File: src/rtl/battle_pkg.sv
// Shared types for the battleship board: cell contents, game states and the
// fleet-size clamp used when a game is started.
package battle_pkg;

  typedef enum logic [1:0] {
    EMPTY = 2'd0,
    SHIP  = 2'd1,
    MISS  = 2'd2,
    HIT   = 2'd3
  } cell_t;

  typedef enum logic [1:0] {
    IDLE  = 2'd0,
    PLACE = 2'd1,
    ARMED = 2'd2,
    LOST  = 2'd3
  } game_state_t;

  // A game always has at least one ship and never more than the board supports.
  function automatic int clamp_ships(input int requested, input int max_ships);
    if (requested < 1) return 1;
    if (requested > max_ships) return max_ships;
    return requested;
  endfunction

endpackage

File: src/rtl/cursor_ctrl.sv
// Placement cursor: one move per cycle, priority up > down > left > right.
// At the board edge the cursor either saturates or wraps modulo BOARD_N.
module cursor_ctrl #(
  parameter int BOARD_N     = 5,
  parameter bit WRAP_CURSOR = 1'b0,
  localparam int IDX_W      = $clog2(BOARD_N)
) (
  input  logic             clk,
  input  logic             rst,
  input  logic             en,
  input  logic             clr,
  input  logic             move_up,
  input  logic             move_down,
  input  logic             move_left,
  input  logic             move_right,
  output logic [IDX_W-1:0] cursor_i,
  output logic [IDX_W-1:0] cursor_j
);

  localparam logic [IDX_W-1:0] LAST = IDX_W'(BOARD_N - 1);

  logic [IDX_W-1:0] i_reg, i_next;
  logic [IDX_W-1:0] j_reg, j_next;

  // Next cursor position: clear wins, then the highest-priority move pulse.
  always_comb begin
    i_next = i_reg;
    j_next = j_reg;
    if (clr) begin
      i_next = '0;
      j_next = '0;
    end else if (en) begin
      if (move_up) begin
        if (i_reg == '0) i_next = WRAP_CURSOR ? LAST : '0;
        else             i_next = i_reg - IDX_W'(1);
      end else if (move_down) begin
        if (i_reg == LAST) i_next = WRAP_CURSOR ? '0 : LAST;
        else               i_next = i_reg + IDX_W'(1);
      end else if (move_left) begin
        if (j_reg == '0) j_next = WRAP_CURSOR ? LAST : '0;
        else             j_next = j_reg - IDX_W'(1);
      end else if (move_right) begin
        if (j_reg == LAST) j_next = WRAP_CURSOR ? '0 : LAST;
        else               j_next = j_reg + IDX_W'(1);
      end
    end
  end

  // Cursor registers.
  always_ff @(posedge clk or posedge rst) begin
    if (rst) begin
      i_reg <= '0;
      j_reg <= '0;
    end else begin
      i_reg <= i_next;
      j_reg <= j_next;
    end
  end

  assign cursor_i = i_reg;
  assign cursor_j = j_reg;

endmodule

File: src/rtl/battle_board_ctrl.sv
// Battleship board controller: cursor-driven ship placement followed by a
// shot port that scores shots, counts down the fleet and flags fleet loss.
// The board is a register array with one write port and combinational reads
// for the cursor, the shot address and the renderer.
module battle_board_ctrl
  import battle_pkg::*;
#(
  parameter int BOARD_N     = 5,
  parameter int MAX_SHIPS   = 5,
  parameter bit WRAP_CURSOR = 1'b0,
  localparam int IDX_W      = $clog2(BOARD_N),
  localparam int CNT_W      = $clog2(MAX_SHIPS + 1)
) (
  input  logic             clk,
  input  logic             rst,
  input  logic             start,
  input  logic [CNT_W-1:0] num_ships,
  input  logic             move_up,
  input  logic             move_down,
  input  logic             move_left,
  input  logic             move_right,
  input  logic             place,
  input  logic             shot_valid,
  input  logic [IDX_W-1:0] shot_i,
  input  logic [IDX_W-1:0] shot_j,
  output logic             shot_ready,
  output logic             result_valid,
  output logic             result_hit,
  output logic             result_repeat,
  input  logic [IDX_W-1:0] rd_i,
  input  logic [IDX_W-1:0] rd_j,
  output logic [1:0]       rd_cell,
  output logic [IDX_W-1:0] cursor_i,
  output logic [IDX_W-1:0] cursor_j,
  output logic [CNT_W-1:0] ships_placed,
  output logic [CNT_W-1:0] ships_left,
  output logic             place_err,
  output logic [1:0]       state_o
);

  game_state_t      state_reg, state_next;
  logic [CNT_W-1:0] target_reg, target_next;
  logic [CNT_W-1:0] placed_reg, placed_next;
  logic [CNT_W-1:0] left_reg, left_next;
  logic             shot_ready_reg, shot_ready_next;
  logic             res_valid_reg, res_valid_next;
  logic             res_hit_reg, res_hit_next;
  logic             res_rep_reg, res_rep_next;
  logic             place_err_reg, place_err_next;

  cell_t            board_reg [BOARD_N][BOARD_N];

  logic             wr_en;
  logic             board_clr;
  logic [IDX_W-1:0] wr_i, wr_j;
  cell_t            wr_data;
  logic             start_acc;
  logic             shot_acc;
  logic             shot_in_range;
  cell_t            cursor_cell, shot_cell, render_cell;

  cursor_ctrl #(
    .BOARD_N    (BOARD_N),
    .WRAP_CURSOR(WRAP_CURSOR)
  ) u_cursor (
    .clk       (clk),
    .rst       (rst),
    .en        (state_reg == PLACE),
    .clr       (start_acc),
    .move_up   (move_up),
    .move_down (move_down),
    .move_left (move_left),
    .move_right(move_right),
    .cursor_i  (cursor_i),
    .cursor_j  (cursor_j)
  );

  // Read ports: address decode by comparison so out-of-range reads give EMPTY.
  always_comb begin
    cursor_cell = EMPTY;
    shot_cell   = EMPTY;
    render_cell = EMPTY;
    for (int a = 0; a < BOARD_N; a++) begin
      for (int b = 0; b < BOARD_N; b++) begin
        if (cursor_i == IDX_W'(a) && cursor_j == IDX_W'(b)) cursor_cell = board_reg[a][b];
        if (shot_i == IDX_W'(a) && shot_j == IDX_W'(b))     shot_cell   = board_reg[a][b];
        if (rd_i == IDX_W'(a) && rd_j == IDX_W'(b))         render_cell = board_reg[a][b];
      end
    end
  end

  assign shot_in_range = (int'(shot_i) < BOARD_N) && (int'(shot_j) < BOARD_N);

  // Game FSM, counters, shot scoring and board write request.
  always_comb begin
    state_next     = state_reg;
    target_next    = target_reg;
    placed_next    = placed_reg;
    left_next      = left_reg;
    res_valid_next = 1'b0;
    res_hit_next   = res_hit_reg;
    res_rep_next   = res_rep_reg;
    place_err_next = 1'b0;
    wr_en          = 1'b0;
    wr_i           = cursor_i;
    wr_j           = cursor_j;
    wr_data        = SHIP;
    board_clr      = 1'b0;
    start_acc      = 1'b0;
    shot_acc       = 1'b0;
    case (state_reg)
      IDLE, LOST: begin
        if (start) begin
          start_acc   = 1'b1;
          board_clr   = 1'b1;
          state_next  = PLACE;
          target_next = CNT_W'(clamp_ships(int'(num_ships), MAX_SHIPS));
          placed_next = '0;
          left_next   = '0;
        end
      end
      PLACE: begin
        // The cursor register still holds the pre-move position here.
        if (place) begin
          if (cursor_cell == SHIP) begin
            place_err_next = 1'b1;
          end else begin
            wr_en       = 1'b1;
            placed_next = placed_reg + CNT_W'(1);
            if (placed_next == target_reg) begin
              state_next = ARMED;
              left_next  = target_reg;
            end
          end
        end
      end
      ARMED: begin
        if (shot_valid && shot_ready_reg) begin
          shot_acc       = 1'b1;
          res_valid_next = 1'b1;
          wr_i           = shot_i;
          wr_j           = shot_j;
          if (!shot_in_range || shot_cell == MISS || shot_cell == HIT) begin
            res_hit_next = 1'b0;
            res_rep_next = 1'b1;
          end else if (shot_cell == SHIP) begin
            res_hit_next = 1'b1;
            res_rep_next = 1'b0;
            wr_en        = 1'b1;
            wr_data      = HIT;
            left_next    = left_reg - CNT_W'(1);
            if (left_reg == CNT_W'(1)) state_next = LOST;
          end else begin
            res_hit_next = 1'b0;
            res_rep_next = 1'b0;
            wr_en        = 1'b1;
            wr_data      = MISS;
          end
        end
      end
      default: state_next = IDLE;
    endcase
    // Ready is withheld for the cycle after an accept and whenever not armed.
    shot_ready_next = (state_next == ARMED) && !shot_acc;
  end

  // Control and result registers.
  always_ff @(posedge clk or posedge rst) begin
    if (rst) begin
      state_reg      <= IDLE;
      target_reg     <= '0;
      placed_reg     <= '0;
      left_reg       <= '0;
      shot_ready_reg <= 1'b0;
      res_valid_reg  <= 1'b0;
      res_hit_reg    <= 1'b0;
      res_rep_reg    <= 1'b0;
      place_err_reg  <= 1'b0;
    end else begin
      state_reg      <= state_next;
      target_reg     <= target_next;
      placed_reg     <= placed_next;
      left_reg       <= left_next;
      shot_ready_reg <= shot_ready_next;
      res_valid_reg  <= res_valid_next;
      res_hit_reg    <= res_hit_next;
      res_rep_reg    <= res_rep_next;
      place_err_reg  <= place_err_next;
    end
  end

  // Board storage: full clear on reset or game start, otherwise one cell write.
  always_ff @(posedge clk or posedge rst) begin
    if (rst) begin
      for (int a = 0; a < BOARD_N; a++)
        for (int b = 0; b < BOARD_N; b++)
          board_reg[a][b] <= EMPTY;
    end else if (board_clr) begin
      for (int a = 0; a < BOARD_N; a++)
        for (int b = 0; b < BOARD_N; b++)
          board_reg[a][b] <= EMPTY;
    end else if (wr_en) begin
      for (int a = 0; a < BOARD_N; a++)
        for (int b = 0; b < BOARD_N; b++)
          if (wr_i == IDX_W'(a) && wr_j == IDX_W'(b))
            board_reg[a][b] <= wr_data;
    end
  end

  assign shot_ready    = shot_ready_reg;
  assign result_valid  = res_valid_reg;
  assign result_hit    = res_hit_reg;
  assign result_repeat = res_rep_reg;
  assign rd_cell       = render_cell;
  assign ships_placed  = placed_reg;
  assign ships_left    = left_reg;
  assign place_err     = place_err_reg;
  assign state_o       = state_reg;

endmodule

File: config.mk
export PLATFORM = sky130hd
export DESIGN_NAME = battle_board_ctrl
export DESIGN_NICKNAME = d
export VERILOG_FILES = /design/src/rtl/battle_pkg.sv /design/src/rtl/cursor_ctrl.sv /design/src/rtl/battle_board_ctrl.sv
export SDC_FILE = /design/constraint.sdc
export NUM_CORES = 1
export LEC_CHECK = 0
export BUFFER_PORTS_ARGS = -buffer_cell sky130_fd_sc_hd__buf_2
export CAP_MARGIN = 5
export CORE_ASPECT_RATIO = 1.25
export CORE_MARGIN = 4
export CORE_UTILIZATION = 56
export CTS_BUF_LIST = sky130_fd_sc_hd__clkbuf_16
export DETAILED_ROUTE_END_ITERATION = 12
export PLACE_DENSITY = 0.82
export SLEW_MARGIN = 40
export SYNTH_ARGS = -nofsm -noshare
export SYNTH_HDL_FRONTEND = slang
export SYNTH_SLANG_ARGS = --single-unit
export TNS_END_PERCENT = 5
File: constraint.sdc
create_clock -name clk -period 3.1 [get_ports clk]
set_input_delay 0.31 -clock clk [delete_from_list [all_inputs] [get_ports clk]]
set_output_delay 0.31 -clock clk [all_outputs]
set_load 0.05 [all_outputs]
==> results.sh <==
export IMPL_status="completed"
export IMPL_peakVddDrop_v=0.000809
export IMPL_worst_setup_path_start_kind="register"
export IMPL_synth_cell_types=83
export IMPL_syn_area_sq_um=6280
export IMPL_synth_xor_area_frac=0.00976
export IMPL_path_max_fanout=12
export IMPL_core_area_sq_um=11000
export IMPL_cts_root_buf="clkbuf_16"
export IMPL_synth_ff_type="dfrtp_1"
export IMPL_multi_input_area_sq_um=4190
export IMPL_gr_total_overflow=0
export IMPL_clock_path_buffers=2
export IMPL_syn_num_nets=824
export IMPL_area_delta_synth_final_pct=20.5
export IMPL_die_width_um=103
export IMPL_critical_path_endpoint_type="register"
export IMPL_synth_fa_ha_area_frac=0.0339
export IMPL_yosys_warnings=0
export IMPL_die_y_um=126
export IMPL_critPathBufInv=3
export IMPL_synth_simple_area_share=0.219
export IMPL_powerDensity_nw_per_um2=1010
export IMPL_drc=0
export IMPL_crit_family="compound AO/OA/AOI/OAI gates"
export IMPL_period_minus_slack_ns=3.00
export IMPL_ys_seq_area_frac=0.287
export IMPL_slew_viol_final=0
export IMPL_worstMarginPinSlew_ns=0.570
export IMPL_clock_latency_ns=0.34
export IMPL_leakage_nw=2.97
export IMPL_drive_gt1_frac=0.219
export IMPL_num_vias=7191
export IMPL_hpwl_um=16400
export IMPL_cts_sinks=72
export IMPL_drt_pass1_iter_count=6
export IMPL_n_fill_cell=869
export IMPL_synth_edf_count=0
export IMPL_gr_max_usage_layer="met2"
export IMPL_grt_pass1_vias=6501
export IMPL_cts_tree="yes"
export IMPL_synth_mux_area_frac=0.0426
export IMPL_slowest_stage="o41ai_4"
export IMPL_clock_skew_ns=0.00684
export IMPL_floorplan_initialDensity=0.569
export IMPL_fmax_ghz=0.334
export IMPL_ys_async_sr_fraction=1.00
export IMPL_path_clk_slew_ns=0.05
export IMPL_critPathRequiredTime_ns=3.34
export IMPL_met3_usage=0.0545
export IMPL_grt_usage=0.341
export IMPL_critPathMostFrequentCell="ha_4"
export IMPL_finalWorstSetupSlack_ns=0.104
export IMPL_total_power_w=0.00762
export IMPL_die_area_sq_um=13000
export IMPL_viasPerCell=7.23
export IMPL_avgRoutedWirePerCell_um=23.1
export IMPL_final_hold_viol_count=0
export IMPL_io_pins=45
export IMPL_largest_reg_flops=50
export IMPL_finalWeightedCongestion=1.02
export IMPL_drt_iter0_markers=947
export IMPL_numCtsBuffers=9
export IMPL_grt_max_degree=73
export IMPL_syn_area_per_cell_sq_um=8.02
export IMPL_regArea_sq_um=1810
export IMPL_grt_pass1_wl_um=34400
export IMPL_drt_total_wl_um=23000
export IMPL_met2_usage=0.534
export IMPL_synth_cells=783
export IMPL_portBuffers=44
export IMPL_ys_ff_latch=72
export IMPL_min_path_type="in -> async"
export IMPL_synth_compound_area_frac=0.340
export IMPL_arrival_ns=3.23
export IMPL_min_period_over_period=0.966
export IMPL_ctsHtreeMaxLevel=3
export IMPL_use_met1=0.454
export IMPL_antenna_left=0
export IMPL_place_ws_ns=-0.0599
export IMPL_crit_chain="ha_4 > ha_4 > buf_12 > nor2_1 > and2_1 > a32oi_1 > a221oi_2 > o211a_1 > o41ai_4 > buf_4 > clkbuf_16 > o221ai_1 > o31ai_1"
export IMPL_max_stage_delay_ns=0.56
export IMPL_path_class="reg -> reg"
export IMPL_antenna_found_initial=1
export IMPL_synth_top_family_by_area="compound AO/OA/AOI/OAI gates"
export IMPL_setup_viol=0
export IMPL_fin_nets=896
export IMPL_rows=43
export IMPL_slew_headroom=0.620
export IMPL_rsz0062_at_grt="yes"
export IMPL_cap_viol_max_count=0
[final timing paths]
kind,startpoint,end,slack (ns),cells past startpoint
min in group clk,num_ships[2],target_reg[2],0.20,3
worst min register to register,result_hit,result_hit,0.48,2
worst max register to register,u_cursor.cursor_j[0],board_reg[34],0.10,13
max in group asynchronous,rst,u_cursor.cursor_i[0],2.73,3
worst max-delay path,u_cursor.cursor_j[0],board_reg[34],0.10,13
worst min-delay path,rst,board_reg[45],0.06,3
[Yosys cell counts (16+ instances only)]
library cell	count	area [sq um]
nand2_1	48	180
o21ai_0	62	310
o31ai_1	22	165
buf_2	17	85.1
inv_1	32	120
nand2b_1	22	138
a21oi_1	39	195
nor2_1	92	345
o221ai_1	33	289
dfrtp_1	72	1800
nand3_1	16	80.1
clkbuf_1	35	131
ha_1	17	213
o22ai_1	28	175
[power breakdown]
| group | switching (W) | internal, W | total (W) |
|---|---|---|---|
| logic | 0.00324 | 0.00189 | 0.00513 |
| clock network | 0.000390 | 0.000608 | 0.000998 |
| registers | 0.000309 | 0.00118 | 0.00149 |
[cells in the final DEF, fill, tap and decap left out, types with 22 or more instances in the layout]
cell type	Yosys	routed
o22ai_1	28	28
a21oi_1	39	37
o21ai_0	62	60
o221ai_1	33	33
inv_1	32	31
o31ai_1	22	22
buf_2	17	44
buf_4	1	62
dfrtp_1	72	67
nand2_1	48	48
nor2_1	92	91
[layer usage]
layer / routed length, um / vias up
met4: 1360 / 0
met5: 0 / -
met3: 2360 / 127
li1: - / 3138
met2: 10600 / 566
met1: 8630 / 3360
[cell type report]
type	count	area share
antenna	1	0.000331
clock buffer	9	0.0297
clock inverter	6	0.00711
inverter	35	0.0174
multi-input combinational	613	0.553
sequential	72	0.239
tap	135	0.0223
timing repair buffer	124	0.131
[worst register-to-register path, cell delays in order (launching register included)]
cell and delay, ns:
dfrtp_2 0.44, ha_4 0.17, ha_4 0.17, buf_12 0.14, nor2_1 0.06, and2_1 0.16
a32oi_1 0.21, a221oi_2 0.10, o211a_1 0.28, o41ai_4 0.56, buf_4 0.25, clkbuf_16 0.16
o221ai_1 0.11, o31ai_1 0.10
[metrics by stage]
| stage | std cells | utilization | setup TNS, ns | hold slack (ns) | instance area (sq um) |
|---|---|---|---|---|---|
| floorplan | 783 | - | 0 | 0.415 | 6290 |
| global placement | 965 | 0.631 | 0 | 0.416 | 6960 |
| finish | 995 | 0.686 | 0 | 0.0597 | 7570 |
| global route | 994 | 0.686 | -1.54 | 0.0872 | 7570 |
| detailed placement | 965 | 0.631 | -0.0599 | 0.427 | 6960 |
| CTS | 980 | 0.657 | 0 | 0.0711 | 7250 |
[timing repair]
item                                    CTS  global route
hold endpoints to repair                  0             0
gates cloned                              0             3
hold buffers                              0             0
pin swaps                                 0             6
endpoints found under the setup margin    2            59
resized for setup                         2            38
setup buffers                             0            11
[cell families after synthesis]
group / count (synthesis)
AO/OA/AOI/OAI: 304
AND/OR/NAND/NOR: 266
buffers and inverters: 98
flip-flops: 72
multiplexers: 19
adder cells (fa/ha/maj): 17
XOR/XNOR: 7
Note: power is estimated with default switching activity, not from simulation.
